--- src/rtl/fetch_unit.sv ---
// fetch_unit: PC, imem valid/ready requests and an in-order instruction buffer feeding decode.
// Define FETCH_PERF_EN to add perf_fetched / perf_squashed counters.
module fetch_unit #(
   parameter logic [31:0] RESET_PC = 32'h0000_0000,
   parameter int          DEPTH    = 4
) (
   input  logic        clk,
   input  logic        reset,
   output logic        imem_req_valid,
   input  logic        imem_req_ready,
   output logic [31:0] imem_req_addr,
   input  logic        imem_resp_valid,
   input  logic [31:0] imem_resp_data,
   input  logic        redirect_valid,
   input  logic [31:0] redirect_pc,
   output logic        instr_valid,
   input  logic        instr_ready,
   output logic [31:0] instr,
   output logic [31:0] instr_pc,
   output logic [31:0] pc_plus_8,
   output logic [3:0]  condition,
   output logic [1:0]  operation_code,
   output logic [5:0]  function_id,
   output logic [3:0]  destination_register
`ifdef FETCH_PERF_EN
   ,
   output logic [31:0] perf_fetched,
   output logic [31:0] perf_squashed
`endif
);
   localparam int AW = $clog2(DEPTH);
   logic [31:0]   pc, resp_pc, redirect_aligned;
   logic [31:0]   buf_data [DEPTH];
   logic [31:0]   buf_pc [DEPTH];
   logic [AW-1:0] head, tail;
   logic [AW:0]   count, outstanding, discard;
   logic [AW+1:0] occupancy;
   logic          accept, pop, push, drop;

   assign redirect_aligned = redirect_pc & ~32'd3;
   // outstanding counts every in-flight request, including ones already marked for discard
   assign occupancy      = (AW+2)'(count) + (AW+2)'(outstanding);
   assign imem_req_valid = !reset && !redirect_valid && occupancy < (AW+2)'(DEPTH);
   assign imem_req_addr  = pc;
   assign accept         = imem_req_valid & imem_req_ready;
   assign instr_valid    = !reset && count != '0;
   assign pop            = instr_valid & instr_ready;
   assign drop           = imem_resp_valid && (redirect_valid || discard != '0);
   assign push           = imem_resp_valid && !drop;

   always_ff @(posedge clk) begin
      if (reset) begin
         pc          <= RESET_PC;
         resp_pc     <= RESET_PC;
         head        <= '0;
         tail        <= '0;
         count       <= '0;
         outstanding <= '0;
         discard     <= '0;
      end else begin
         outstanding <= outstanding + (AW+1)'(accept) - (AW+1)'(imem_resp_valid);
         if (redirect_valid) begin
            pc      <= redirect_aligned;
            resp_pc <= redirect_aligned;
            head    <= '0;
            tail    <= '0;
            count   <= '0;
            discard <= outstanding - (AW+1)'(imem_resp_valid);
         end else begin
            if (accept) pc <= pc + 32'd4;
            if (imem_resp_valid && discard != '0) discard <= discard - (AW+1)'(1);
            if (push) begin
               tail    <= tail + AW'(1);
               resp_pc <= resp_pc + 32'd4;
            end
            if (pop) head <= head + AW'(1);
            count <= count + (AW+1)'(push) - (AW+1)'(pop);
         end
      end
   end

   always_ff @(posedge clk) begin
      if (push && !reset) begin
         buf_data[tail] <= imem_resp_data;
         buf_pc[tail]   <= resp_pc;
      end
   end

   assign instr                = instr_valid ? buf_data[head] : '0;
   assign instr_pc             = instr_valid ? buf_pc[head] : '0;
   assign pc_plus_8            = instr_valid ? buf_pc[head] + 32'd8 : '0;
   assign condition            = instr[31:28];
   assign operation_code       = instr[27:26];
   assign function_id          = instr[25:20];
   assign destination_register = instr[15:12];

`ifdef FETCH_PERF_EN
   logic [32:0] fetched_sum, squashed_sum;
   assign fetched_sum  = {1'b0, perf_fetched} + 33'(pop);
   assign squashed_sum = {1'b0, perf_squashed} + 33'(drop)
                       + (redirect_valid ? 33'(count - (AW+1)'(pop)) : 33'd0);

   always_ff @(posedge clk) begin
      if (reset) begin
         perf_fetched  <= '0;
         perf_squashed <= '0;
      end else begin
         perf_fetched  <= fetched_sum[32] ? '1 : fetched_sum[31:0];
         perf_squashed <= squashed_sum[32] ? '1 : squashed_sum[31:0];
      end
   end
`endif
endmodule

--- config.mk ---
export PLATFORM = sky130hd
export DESIGN_NAME = fetch_unit
export DESIGN_NICKNAME = d
export VERILOG_FILES = /design/src/rtl/fetch_unit.sv
export SDC_FILE = /design/constraint.sdc
export NUM_CORES = 1
export LEC_CHECK = 0
export BUFFER_PORTS_ARGS = -buffer_cell sky130_fd_sc_hd__buf_4
export CAP_MARGIN = 40
export CORE_AREA = 5 5 196 198
export CTS_CLUSTER_SIZE = 28
export DETAILED_ROUTE_END_ITERATION = 16
export DIE_AREA = 0 0 201 203
export PLACE_DENSITY = 0.56
export SETUP_SLACK_MARGIN = 0.05
export SLEW_MARGIN = 5
export SYNTH_ARGS = -nofsm -noshare
export SYNTH_HDL_FRONTEND = slang
export SYNTH_SLANG_ARGS = --single-unit
--- constraint.sdc ---
create_clock -name clk -period 3.44 [get_ports clk]
set_input_delay 0.172 -clock clk [delete_from_list [all_inputs] [get_ports clk]]
set_output_delay 0.172 -clock clk [all_outputs]
set_load 0.005 [all_outputs]
* Yosys cells after proc, flatten, opt, wreduce, memory -nomap -nowiden
Memories as Yosys holds them, arrays and structs flattened. A register that Yosys moved wholly into a read port is not among the register bits.
Index checks and enable logic that the tools add are counted.
** Word-level totals
- Flip-flop bits (word level) :: 77
- RAM bits :: 256
- Input port bits :: 70
- Output and inout port bits :: 146
- Memories :: 2
** Cells by class
- Add/sub/neg operators :: 12
- Order comparisons :: 1
- Mux-type cells :: 15
- Bitwise operators :: 2
- Reduce and logical (&&, ||, !) cells :: 17
** Memory list
- buf_data :: words 4, width 32, rd ports 1, clocked after memory_dff 1, wr ports 1, RTL line 33 : logic [31:0] buf_data [DEPTH];
- buf_pc :: words 4, width 32, rd ports 1, clocked after memory_dff 1, wr ports 1, RTL line 34 : logic [31:0] buf_pc [DEPTH];
** Operators with widths (count)
- two-way mux 32 bit :: 7
- adder 32 x 3 -> 32 bit, second input constant :: 2
- adder 32 x 4 -> 32 bit, second input constant :: 1
- subtractor 3 x 1 -> 3 bit :: 3
- two-way mux 2 bit :: 4
- logical AND 1 bit :: 7
- adder 3 x 1 -> 3 bit :: 2
- two-way mux 3 bit :: 2
- nonzero test 2 bit :: 3
- nonzero test 3 bit :: 2
- adder 2 x 1 -> 2 bit, second input constant :: 2
- adder 3 x 3 -> 4 bit :: 1
- less-than comparator 4 x 3 -> 1 bit, second input constant :: 1
- logical NOT 1 bit :: 3
- subtractor 3 x 1 -> 3 bit, second input constant :: 1
- AND 1 bit :: 2
- two-way mux 1 bit :: 2
- OR reduction 2 bit :: 1
- logical OR 1 bit :: 1

* Logic depth before layout (Yosys ltp)
Gate-level depths: netlist of run 1.
- Word-level depth :: 8
- Gate-level depth with buffers :: 12

* Worst setup path before layout of run 1
OpenSTA, ideal clock, no wires.
- Kind :: register to register
- Start point :: reg discard[0]
- End point :: mem buf_data[0][0], enable pin
- Arrival :: 2.695 ns
- Path slack :: 0.319 ns
- Cell stages (with the launch flop) :: 7
- Buffers on the path :: 1
- Path through :: dfxtp_1 -> inv_1 -> ha_1 -> and3b_1 -> clkbuf_1 -> nor2b_1 -> and2_1
** Between the ends
- Longest elaborated chain between the ends :: 8
** Ends and longest elaborated chain
- start: declaration :: RTL line 36 : logic [AW:0] count, outstanding, discard;
- start signal: assignment :: RTL line 68 : discard <= outstanding - (AW+1)'(imem_resp_valid);
- start signal: assignment :: RTL line 71 : if (imem_resp_valid && discard != '0) discard <= discard - (AW+1)'(1);
- nonzero test 3 bit :: RTL line 48 : assign drop = imem_resp_valid && (redirect_valid || discard != '0);
- logical OR 1 bit :: RTL line 48
- logical AND 1 bit :: RTL line 48
- logical NOT 1 bit :: RTL line 49 : assign push = imem_resp_valid && !drop;
- logical AND 1 bit :: RTL line 49
- logical AND 1 bit :: RTL line 83 : if (push && !reset) begin
- two-way mux 1 bit :: RTL line 83
- two-way mux 1 bit (not written as such) :: RTL line 84 : buf_data[tail] <= imem_resp_data;
- end: declaration :: RTL line 33
Every way passes these cells.

==> results of run 1 <==
## critical path: cells and delay by family, from the launching register on
family	cells	cell delay, ns
muxes	2	0.79
adders and majority gates	1	0.22
and+or+nand+nor	3	0.94
buffers and inverters	1	0.13
DFF	1	0.41
## area by class of cell
class,count,share of cell area
Tap cell,468,0.03241
Clock inverter,10,0.002977
Sequential cell,323,0.4955
Timing Repair Buffer,291,0.1311
Inverter,25,0.005193
Clock buffer,51,0.05588
Multi-Input combinational cell,622,0.2769
## metal layers
layer  global-route usage  wire length, um
met5                    0                0
met4              0.03540              567
met3              0.03067             1885
met2               0.2620            15740
met1               0.2400            16440
## power by group
group / leakage, uW / internal, uW / total, uW / switching [uW]
clock network: 0.000518 / 2040 / 3460 / 1420
logic: 0.00304 / 334 / 656 / 322
registers: 0.00287 / 4310 / 4420 / 115
## Yosys cell counts (3+ instances only)
library cell,instances
xor2_1,26
buf_2,10
and3_1,12
inv_1,23
nor2_1,73
and2_1,74
and4_1,12
dfxtp_1,75
nand4b_1,3
clkbuf_1,39
o21ai_0,20
mux4_1,3
mux4_2,59
buf_4,26
o21bai_1,4
nor3_1,19
nand2_1,50
a41oi_1,3
nand3_1,28
a21oi_1,32
xnor2_1,28
ha_1,17
nor2b_1,3
or3_1,10
a31oi_1,18
nor4_1,10
a21boi_0,12
a211oi_1,17
mux2_2,17
edfxtp_1,248
nand4_1,33
## registers in the layout, summed over array words and instances, names as in the netlist, named ones only
| name | count |
|---|---|
| head | 2 |
| resp_pc | 30 |
| discard | 3 |
| buf_data | 128 |
| buf_pc | 120 |
| outstanding | 3 |
| tail | 2 |
| count | 3 |
| imem_req_addr | 30 |
## worst max-delay path by stage
stage / slack, ns / cells past startpoint / end / startpoint
floorplan: 0.32 / 6 / buf_data[0][0]$_DFFE_PP_ / discard[0]$_SDFFE_PP0P_
global placement: 0.66 / 7 / pc_plus_8[31] / register
detailed placement: 0.68 / 7 / pc_plus_8[31] / register
CTS: 0.15 / 7 / pc_plus_8[31] / register
global route: 0.15 / 7 / pc_plus_8[31] / register
finish: 0.27 / 7 / pc_plus_8[31] / register
## metrics by stage
step	util	setup WS, ns	hold slack [ns]
after floorplan	-	0.3187	0.2709
after global placement	0.4512	0.6591	0.3754
after global routing	0.4971	0.1463	0.02419
final	0.4971	0.2692	0.02373
after CTS	0.4955	0.1470	0.006164
after detailed placement	0.4514	0.6804	0.3772
## logic make-up after synthesis
group | Yosys count
AND/OR/NAND/NOR | 348
flip-flops | 323
AO/OA/AOI/OAI | 114
buffers and inverters | 103
multiplexers | 81
XOR/XNOR | 54
adder cells (fa/ha/maj) | 19
other | 1
## cell usage in the layout (no fill, tap or decap), types with 18 or more instances in the layout
master         instances
mux4_2                59
a21oi_1               32
clkbuf_16             37
edfxtp_1             248
dlygate4sd3_1         54
nor2_1                73
nand3_1               28
a31oi_1               18
and2_1                70
nor3_1                19
xnor2_1               28
buf_4                233
inv_1                 22
dfxtp_1               73
nand4_1               33
o21ai_0               20
nand2_1               50
xor2_1                26
## repair_timing
action | in CTS | in global routing
setup endpoints to repair | 0 | 1
hold buffers | 54 | 0
hold endpoints to repair | 168 | 0
setup buffers | 0 | 8
==> impl_metrics.prom, run 1 <==
# TYPE chip_impl_metric gauge
chip_impl_info{name="run_status",value="complete, no violations"} 1
chip_impl_metric{name="syn-cell-area",unit="um^2"} 14430
chip_impl_metric{name="routed_wire_length_per_instance",unit="um"} 19.35
chip_impl_metric{name="critPathMaxFanout",unit=""} 15
chip_impl_metric{name="synth_top_area_frac",unit=""} 0.5160
chip_impl_info{name="worst_r2r_startpoint",value="outstanding[2]$_SDFF_PP0_"} 1
chip_impl_metric{name="area_taken_by_multi_input_logic_gates",unit="um^2"} 5004
chip_impl_info{name="cts_tree",value="built"} 1
chip_impl_metric{name="cap_viol_max_count",unit=""} 0
chip_impl_metric{name="synth.ff_latch_count",unit=""} 323
chip_impl_metric{name="clock_insertion_delay_worst_skew",unit="ns"} 0.51
chip_impl_metric{name="cells_after_synthesis",unit=""} 1043
chip_impl_metric{name="synthToLayoutAreaGrowth",unit="%"} 25.20
chip_impl_metric{name="via_count_of_the_first_global_routing_pass",unit=""} 9457
chip_impl_metric{name="core.rowCount",unit=""} 70
chip_impl_metric{name="grt_first_pass_wirelength",unit="mm"} 54.37
chip_impl_metric{name="synth.area.mux_share",unit=""} 0.1122
chip_impl_metric{name="final_period_util",unit=""} 0.9217
chip_impl_info{name="path_cells",value="mux4_2 > ha_1 > and4_1 > nand3_1 > nor4_1 > mux2_2 > buf_4"} 1
chip_impl_info{name="root_buffer",value="clkbuf_16"} 1
chip_impl_info{name="post-synth-top-area-cell",value="edfxtp_1"} 1
chip_impl_metric{name="synth_seq_area_share",unit=""} 0.6200
chip_impl_metric{name="ctsResizeCount",unit=""} 0
chip_impl_metric{name="top_level_ports",unit=""} 216
chip_impl_info{name="ys.flop_type",value="edfxtp_1"} 1
chip_impl_metric{name="ys_async_sr_fraction",unit=""} 0
chip_impl_metric{name="mean_area_per_synthesized_cell",unit="um^2"} 13.84
chip_impl_metric{name="clock-sinks",unit=""} 323
chip_impl_metric{name="clock_tree.buffer_depth",unit=""} 3
chip_impl_metric{name="drc_errors",unit=""} 0
chip_impl_metric{name="synth_edf_count",unit=""} 248
chip_impl_metric{name="post_synth_fa_ha_maj_area_fraction",unit=""} 0.01751
chip_impl_metric{name="finalWirelength",unit="mm"} 34.64
chip_impl_metric{name="floorplan.core_area",unit="um^2"} 36350
chip_impl_metric{name="tns",unit="ns"} 0
chip_impl_metric{name="synth-simple-area-share",unit=""} 0.1328
chip_impl_metric{name="vias",unit=""} 9369
chip_impl_info{name="critical_path_slowest_stage_cell",value="mux4_2"} 1
chip_impl_info{name="timing.rr.end",value="outstanding[2]$_SDFF_PP0_"} 1
chip_impl_info{name="critPathLaunchType",value="register"} 1
chip_impl_metric{name="detailedPlacementHpwl",unit="mm"} 22.78
chip_impl_metric{name="dpl-instance-area",unit="um^2"} 16410
chip_impl_metric{name="stdcell_area",unit="um^2"} 18070
chip_impl_metric{name="max-slew-margin-rel",unit=""} 0.5436
chip_impl_info{name="rsz0062_at_grt",value="no"} 1
chip_impl_metric{name="filler_cell_count",unit=""} 3171
chip_impl_info{name="hold_start",value="redirect_pc[27]"} 1
chip_impl_metric{name="ff_latch_area",unit="um^2"} 8954
chip_impl_info{name="cell_types_with_the_largest_area_share_after_synthesis",value="edfxtp_1 52%, dfxtp_1 10%, mux4_2 9.2%"} 1
chip_impl_metric{name="period_needed",unit="ns"} 3.171
chip_impl_info{name="worstSetupEndpointType",value="output pin"} 1
chip_impl_metric{name="report.power.total",unit="uW"} 8539
chip_impl_metric{name="cts.clk_slew.worst_paths",unit="ns"} 0.06
chip_impl_info{name="worst-setup-path-type",value="reg -> out"} 1
chip_impl_metric{name="yosys.area_share.xor_xnor",unit=""} 0.03277
chip_impl_metric{name="gr-usage-all-layers",unit=""} 0.1653
chip_impl_info{name="largest_family_of_logic_cells_by_synthesized_area",value="simple AND/OR/NAND/NOR gates"} 1
chip_impl_metric{name="start_util",unit=""} 0.3971
chip_impl_metric{name="fp.dieArea",unit="um^2"} 40800
chip_impl_metric{name="worst_ep_arrival_time",unit="ns"} 3.00
chip_impl_metric{name="antenna_found_initial",unit=""} 0
chip_impl_metric{name="p_leak",unit="uW"} 0.006436
chip_impl_metric{name="yosys_warnings",unit=""} 0
chip_impl_metric{name="finClkSkew",unit="ns"} 0.02495
chip_impl_metric{name="setup_viol_count_final",unit=""} 0
chip_impl_metric{name="antennaDiodeCount",unit=""} 0
chip_impl_metric{name="slew_violations",unit=""} 0
chip_impl_metric{name="crit_required",unit="ns"} 3.27
chip_impl_metric{name="compound_gate_portion_of_the_synthesized_area",unit=""} 0.04950
chip_impl_metric{name="dieHeight",unit="um"} 203
chip_impl_metric{name="number_of_iterations_in_the_first_detailed_routing_pass",unit=""} 5
chip_impl_info{name="min_delay_worst_endpoint",value="imem_req_addr[27]$_SDFFE_PP0P_"} 1
chip_impl_metric{name="io_buffers",unit=""} 207
chip_impl_metric{name="cts_inserted_buffers",unit=""} 36
chip_impl_metric{name="ff2ff_setup_slack",unit="ns"} 0.88
chip_impl_metric{name="ant_nets",unit=""} 0
chip_impl_metric{name="fmaxAchievable",unit="GHz"} 0.3154
chip_impl_info{name="hold_class",value="in -> reg"} 1
chip_impl_metric{name="hold_viol_final",unit=""} 0
chip_impl_metric{name="worst_path_largest_cell_delay",unit="ns"} 0.42
chip_impl_metric{name="via_per_inst",unit=""} 5.234
chip_impl_metric{name="r2r_depth",unit=""} 10
chip_impl_metric{name="drt_first_iter_violations",unit=""} 393
chip_impl_metric{name="die_w",unit="um"} 201
chip_impl_metric{name="globalRoute.totalOverflow",unit=""} 0
chip_impl_metric{name="deepest_level_of_the_cts_h_tree",unit=""} 2
chip_impl_metric{name="netlist-cell-type-count",unit=""} 62
chip_impl_metric{name="routability_congestion_estimate_from_global_placement",unit=""} 0.7784
chip_impl_metric{name="placed_cells",unit=""} 1667
chip_impl_metric{name="worst-slew-pin-transition",unit="ns"} 0.6846
chip_impl_metric{name="maximum_number_of_pins_on_one_net_before_global_route_repair",unit=""} 65
chip_impl_metric{name="p_per_area",unit="nW/um^2"} 472.5
chip_impl_metric{name="design.final.nets",unit=""} 1388
chip_impl_metric{name="fin_cells",unit=""} 1790
chip_impl_metric{name="worst_ir_drop_vdd",unit="mV"} 0.3140
chip_impl_metric{name="fraction_of_layout_instances_using_a_drive_strength_above_1",unit=""} 0.2852
chip_impl_metric{name="min_path_cells",unit=""} 3
(Power assumes the default switching activity.)
==> inputs of run 2 (changes only) <==
Settings changed: CTS_BUF_LIST set to sky130_fd_sc_hd__clkbuf_8.
==> impl_metrics.prom, run 2 (synthesis gave the netlist of run 1 again) <==
# TYPE chip_impl_metric gauge
chip_impl_info{name="run_status",value="complete, no violations"} 1
chip_impl_metric{name="top_level_ports",unit=""} 216
chip_impl_metric{name="core.rowCount",unit=""} 70
chip_impl_info{name="hold_class",value="in -> reg"} 1
chip_impl_info{name="worstSetupEndpointType",value="output pin"} 1
chip_impl_metric{name="fmaxAchievable",unit="GHz"} 0.3125
chip_impl_metric{name="grt_first_pass_wirelength",unit="mm"} 55.22
chip_impl_info{name="register_containing_the_most_flip_flops_in_the_final_layout",value="buf_data"} 1
chip_impl_info{name="path_cells",value="mux4_2 > ha_1 > and4_2 > nand3_1 > nor4_1 > mux2_2 > buf_4"} 1
chip_impl_metric{name="p_leak",unit="uW"} 0.006561
chip_impl_metric{name="deepest_level_of_the_cts_h_tree",unit=""} 2
chip_impl_metric{name="worst_ir_drop_vdd",unit="mV"} 0.2563
chip_impl_info{name="worst-setup-path-type",value="reg -> out"} 1
chip_impl_metric{name="fraction_of_layout_instances_using_a_drive_strength_above_1",unit=""} 0.2883
chip_impl_metric{name="via_per_inst",unit=""} 5.208
chip_impl_metric{name="fp.dieArea",unit="um^2"} 40800
chip_impl_metric{name="critPathMaxFanout",unit=""} 12
chip_impl_metric{name="finClkSkew",unit="ns"} 0.02869
chip_impl_metric{name="clock-sinks",unit=""} 323
chip_impl_metric{name="routability_congestion_estimate_from_global_placement",unit=""} 0.7784
chip_impl_metric{name="antennaDiodeCount",unit=""} 0
chip_impl_metric{name="floorplan.core_area",unit="um^2"} 36350
chip_impl_metric{name="maximum_number_of_pins_on_one_net_before_global_route_repair",unit=""} 65
chip_impl_metric{name="cts.clk_slew.worst_paths",unit="ns"} 0.06
chip_impl_metric{name="drc_errors",unit=""} 0
chip_impl_metric{name="final_period_util",unit=""} 0.9301
chip_impl_metric{name="finalHoldWorstSlack",unit="ns"} 0.05515
chip_impl_metric{name="worst_setup_slack_after_layout",unit="ns"} 0.2404
chip_impl_metric{name="cap_viol_max_count",unit=""} 0
chip_impl_metric{name="drt_first_iter_violations",unit=""} 537
chip_impl_info{name="layout_commonest_cell",value="edfxtp_1"} 1
chip_impl_metric{name="period_needed",unit="ns"} 3.200
chip_impl_metric{name="dpl-instance-area",unit="um^2"} 16410
chip_impl_metric{name="logic_depth_of_the_worst_path_buffers_included",unit=""} 7
chip_impl_metric{name="dieHeight",unit="um"} 203
chip_impl_metric{name="clock_insertion_delay_worst_skew",unit="ns"} 0.59
chip_impl_metric{name="synthToLayoutAreaGrowth",unit="%"} 25.98
chip_impl_metric{name="worst_ep_arrival_time",unit="ns"} 3.03
chip_impl_metric{name="finalWirelength",unit="mm"} 35.20
chip_impl_info{name="root_buffer",value="clkbuf_8"} 1
chip_impl_metric{name="max-slew-margin-rel",unit=""} 0.5315
chip_impl_metric{name="utilization_of_the_core_after_routing",unit=""} 0.5002
chip_impl_metric{name="setup_viol_count_final",unit=""} 0
chip_impl_metric{name="io_buffers",unit=""} 207
chip_impl_metric{name="crit_required",unit="ns"} 3.27
chip_impl_metric{name="min_path_cells",unit=""} 3
chip_impl_metric{name="worst_path_largest_cell_delay",unit="ns"} 0.42
chip_impl_metric{name="cts_inserted_buffers",unit=""} 54
chip_impl_metric{name="vias",unit=""} 9573
chip_impl_metric{name="start_util",unit=""} 0.3971
chip_impl_metric{name="via_count_of_the_first_global_routing_pass",unit=""} 9711
chip_impl_info{name="critPathLaunchType",value="register"} 1
chip_impl_metric{name="design.final.nets",unit=""} 1414
chip_impl_metric{name="worst-slew-pin-transition",unit="ns"} 0.7027
chip_impl_metric{name="stdcell_area",unit="um^2"} 18180
chip_impl_info{name="rsz0062_at_grt",value="no"} 1
chip_impl_metric{name="cp_num_buf_inv",unit=""} 1
chip_impl_info{name="most-common-layout-cells",value="248 x edfxtp_1, 227 x buf_4, 73 x nor2_1, 73 x dfxtp_1, 70 x and2_1"} 1
chip_impl_metric{name="number_of_iterations_in_the_first_detailed_routing_pass",unit=""} 5
chip_impl_metric{name="p_per_area",unit="nW/um^2"} 465.7
chip_impl_metric{name="globalRoute.totalOverflow",unit=""} 0
chip_impl_metric{name="routed_wire_length_per_instance",unit="um"} 19.15
chip_impl_info{name="largest_registers_ranked_by_flip_flop_count",value="buf_data (128), buf_pc (120)"} 1
chip_impl_metric{name="slew_violations",unit=""} 0
chip_impl_metric{name="tns",unit="ns"} 0
chip_impl_metric{name="gr-usage-all-layers",unit=""} 0.1684
chip_impl_metric{name="clock_tree.buffer_depth",unit=""} 3
chip_impl_metric{name="r2r_depth",unit=""} 10
chip_impl_metric{name="filler_cell_count",unit=""} 3179
chip_impl_info{name="cts_tree",value="built"} 1
chip_impl_metric{name="ant_nets",unit=""} 0
chip_impl_metric{name="largest_reg_flops",unit=""} 128
chip_impl_metric{name="place_ws",unit="ns"} 0.6804
chip_impl_metric{name="hold_viol_final",unit=""} 0
chip_impl_metric{name="die_w",unit="um"} 201
chip_impl_metric{name="detailedPlacementHpwl",unit="mm"} 22.78
chip_impl_info{name="critical_path_slowest_stage_cell",value="mux4_2"} 1
chip_impl_metric{name="antenna_found_initial",unit=""} 0
chip_impl_info{name="critical-path-top-delay-family",value="simple AND/OR/NAND/NOR gates"} 1
[run 2: timing repair]
action | CTS | global route
pin swaps | 0 | 0
endpoints found under the hold margin | 192 | 0
gates cloned | 0 | 0
hold buffers | 67 | 0
gates resized for setup | 0 | 3
setup endpoints to repair | 1 | 1
buffers inserted | 2 | 1
[run 2: area by class of cell]
type                       count  area, um^2  share of cell area
timing repair buffer         299        2466              0.1356
clock buffer                  54       743.2             0.04088
sequential                   323        8954              0.4924
inverter                      25       93.84            0.005161
multi-input combinational    622        5006              0.2753
clock inverter                47       334.1             0.01837
tap                          468       585.6             0.03220
[run 2: final timing paths]
kind / slack [ns] / from / end
max reg2reg: 0.88 / outstanding[2]$_SDFF_PP0_ / outstanding[2]$_SDFF_PP0_
max: 0.24 / register / pc_plus_8[31]
min reg2reg: 0.53 / resp_pc[31]$_SDFFE_PP0P_ / buf_pc[2][31]$_DFFE_PP_
min: 0.06 / redirect_valid / imem_req_addr[24]$_SDFFE_PP0P_
[run 2: routing by layer]
layer	part of all wire	global-route usage	vias to the layer above
met5	0	0	-
met4	0.018	0.04179	0
met3	0.067	0.03514	48
met2	0.45	0.2672	328
met1	0.46	0.2393	4684
li1	-	-	4513
[run 2: per-stage QoR]
step,instances,total power [uW]
after CTS,1837,8582
after floorplan,1048,4826
after global placement,1666,5098
after global routing,1838,8857
final,1838,8468
after detailed placement,1667,5114
[run 2: where the power goes]
part / internal, uW / total [uW] / switching [uW]
clock network: 1850 / 3380 / 1520
logic: 344 / 668 / 324
registers: 4310 / 4420 / 115
total: 6500 / 8470 / 1960
[run 2: worst min-delay path: cells and delay by family]
family | cells | cell delay, ns
compound gates | 1 | 0.05
simple gates | 1 | 0.11
buf+inv | 1 | 0.25
==> inputs of run 3 (changes only) <==
Settings changed: CORE_AREA 5 5 196 198 to 5 5 163 165, DIE_AREA 0 0 201 203 to 0 0 168 170, PLACE_DENSITY 0.56 to 0.78.
==> impl_metrics.prom, run 3 (synthesis gave the netlist of run 1 again) <==
# TYPE chip_impl_metric gauge
chip_impl_metric{name="antenna_found_initial",unit=""} 0
chip_impl_metric{name="globalRoute.totalOverflow",unit=""} 0
chip_impl_metric{name="crit_required",unit="ns"} 3.27
chip_impl_info{name="worst-setup-path-type",value="reg -> out"} 1
chip_impl_metric{name="final_period_util",unit=""} 0.9476
chip_impl_info{name="largest_registers_ranked_by_flip_flop_count",value="buf_data (128), buf_pc (120)"} 1
chip_impl_metric{name="maximum_number_of_pins_on_one_net_before_global_route_repair",unit=""} 65
chip_impl_metric{name="io_buffers",unit=""} 207
chip_impl_metric{name="via_per_inst",unit=""} 5.762
chip_impl_metric{name="dieHeight",unit="um"} 170
chip_impl_metric{name="vias",unit=""} 9663
chip_impl_metric{name="cts_post_setup_buffers_inserted",unit=""} 0
chip_impl_info{name="register_containing_the_most_flip_flops_in_the_final_layout",value="buf_data"} 1
chip_impl_info{name="critPathLaunchType",value="register"} 1
chip_impl_metric{name="globalRouteMet1Util",unit=""} 0.3281
chip_impl_info{name="layout_commonest_cell",value="edfxtp_1"} 1
chip_impl_metric{name="clock_insertion_delay_worst_skew",unit="ns"} 0.55
chip_impl_metric{name="largest_reg_flops",unit=""} 128
chip_impl_info{name="root_buffer",value="clkbuf_8"} 1
chip_impl_metric{name="max-slew-margin-rel",unit=""} 0.4121
chip_impl_metric{name="clock_tree.buffer_depth",unit=""} 3
chip_impl_metric{name="die_w",unit="um"} 168
chip_impl_metric{name="routability_congestion_estimate_from_global_placement",unit=""} 0.8176
chip_impl_info{name="globalRoute.busiestLayer",value="met2"} 1
chip_impl_info{name="run_status",value="complete, no violations"} 1
chip_impl_metric{name="drt_first_iter_violations",unit=""} 817
chip_impl_metric{name="ant_nets",unit=""} 0
chip_impl_metric{name="fmaxAchievable",unit="GHz"} 0.3068
chip_impl_metric{name="gr-usage-all-layers",unit=""} 0.2267
chip_impl_metric{name="core.rowCount",unit=""} 58
chip_impl_info{name="most-common-layout-cells",value="248 x edfxtp_1, 221 x buf_4, 73 x nor2_1, 73 x dfxtp_1, 70 x and2_1"} 1
chip_impl_metric{name="grt.met3_usage",unit=""} 0.04692
chip_impl_metric{name="drc_errors",unit=""} 0
chip_impl_metric{name="worst_ep_arrival_time",unit="ns"} 3.09
chip_impl_metric{name="finalWirelength",unit="mm"} 32.56
chip_impl_metric{name="worst_ir_drop_vdd",unit="mV"} 0.2668
chip_impl_metric{name="floorplan.core_area",unit="um^2"} 24890
chip_impl_metric{name="tns",unit="ns"} 0
chip_impl_metric{name="finClkSkew",unit="ns"} 0.02360
chip_impl_metric{name="critPathMaxFanout",unit=""} 16
chip_impl_metric{name="clock-sinks",unit=""} 323
chip_impl_info{name="hold_class",value="in -> reg"} 1
chip_impl_info{name="worstSetupEndpointType",value="output pin"} 1
chip_impl_metric{name="p_leak",unit="uW"} 0.006450
chip_impl_metric{name="cts_inserted_buffers",unit=""} 49
chip_impl_metric{name="finalHoldWorstSlack",unit="ns"} 0.04837
chip_impl_metric{name="synthToLayoutAreaGrowth",unit="%"} 23.23
chip_impl_metric{name="cts.clk_slew.worst_paths",unit="ns"} 0.06
chip_impl_metric{name="worst_setup_slack_after_layout",unit="ns"} 0.1801
chip_impl_metric{name="hold_viol_final",unit=""} 0
chip_impl_metric{name="p_per_area",unit="nW/um^2"} 445.9
chip_impl_metric{name="number_of_iterations_in_the_first_detailed_routing_pass",unit=""} 7
chip_impl_metric{name="fraction_of_layout_instances_using_a_drive_strength_above_1",unit=""} 0.2858
chip_impl_metric{name="place_ws",unit="ns"} 0.6554
chip_impl_metric{name="setup_viol_count_final",unit=""} 0
chip_impl_metric{name="period_needed",unit="ns"} 3.260
chip_impl_metric{name="deepest_level_of_the_cts_h_tree",unit=""} 2
chip_impl_metric{name="top_level_ports",unit=""} 216
chip_impl_metric{name="grt_first_pass_wirelength",unit="mm"} 51.81
chip_impl_info{name="rsz0062_at_grt",value="yes"} 1
chip_impl_metric{name="start_util",unit=""} 0.5798
chip_impl_metric{name="worst-slew-pin-transition",unit="ns"} 0.8738
chip_impl_metric{name="via_count_of_the_first_global_routing_pass",unit=""} 9482
chip_impl_metric{name="design.final.nets",unit=""} 1402
chip_impl_metric{name="routed_wire_length_per_instance",unit="um"} 19.41
chip_impl_metric{name="slew_violations",unit=""} 0
chip_impl_metric{name="use_met2",unit=""} 0.3616
chip_impl_metric{name="fp.dieArea",unit="um^2"} 28560
chip_impl_metric{name="antennaDiodeCount",unit=""} 0
chip_impl_metric{name="cap_viol_max_count",unit=""} 0
chip_impl_metric{name="detailedPlacementHpwl",unit="mm"} 21.43
chip_impl_info{name="cts_tree",value="built"} 1
## run 3: repair_timing
action	in CTS	in global routing
hold buffers	62	0
gates resized for setup	0	7
hold endpoints to repair	189	0
endpoints found under the setup margin	0	13
## run 3: metal layers
| layer | part of all wire | vias up |
|---|---|---|
| li1 | - | 4489 |
| met3 | 0.090 | 51 |
| met2 | 0.47 | 470 |
| met5 | 0 | - |
| met1 | 0.43 | 4653 |
| met4 | 0.017 | 0 |
## run 3: cell type report
class	instances	area (um^2)
clock inverters	36	211.5
flip-flops and latches	323	8954
well taps	330	412.9
repair buffers	292	2429
inverters	25	93.84
fillers	1586	7107
multi-input cells	622	5010
clock buffers	49	674.4
## run 3: through the flow
stage          cell area [um^2]  cells  utilization  total power, uW
3_5_place_dp              16250   1530       0.6530             5100
6_report                  17780   1677       0.7145             7930
5_1_grt                   17780   1677       0.7145             8281
2_1_floorplan             14450   1048            -             4826
4_1_cts                   17760   1677       0.7135             7992
3_3_place_gp              16250   1530       0.6530             5075
## run 3: critical path: stages (launching register included)
cell and delay, ns:
dfxtp_2 0.52, buf_6 0.25, mux4_2 0.32, and4_1 0.36
nand3_1 0.26, nor4_1 0.33, mux2_2 0.37, buf_4 0.14
## run 3: final timing paths
kind | from | endpoint | slack, ns | depth (start not counted)
max | register | pc_plus_8[31] | 0.18 | 7
min reg2reg | imem_req_addr[29]$_SDFFE_PP0P_ | imem_req_addr[29]$_SDFFE_PP0P_ | 0.53 | 2
min | redirect_pc[28] | resp_pc[28]$_SDFFE_PP0P_ | 0.05 | 4
max reg2reg | count[2]$_SDFF_PP0_ | outstanding[2]$_SDFF_PP0_ | 0.79 | 10
## run 3: power by group
group	switching (uW)	internal (uW)	leakage (uW)	total (uW)
Combinational	321	341	0.00306	662
Clock	1370	1480	0.000520	2850
Sequential	114	4310	0.00287	4420
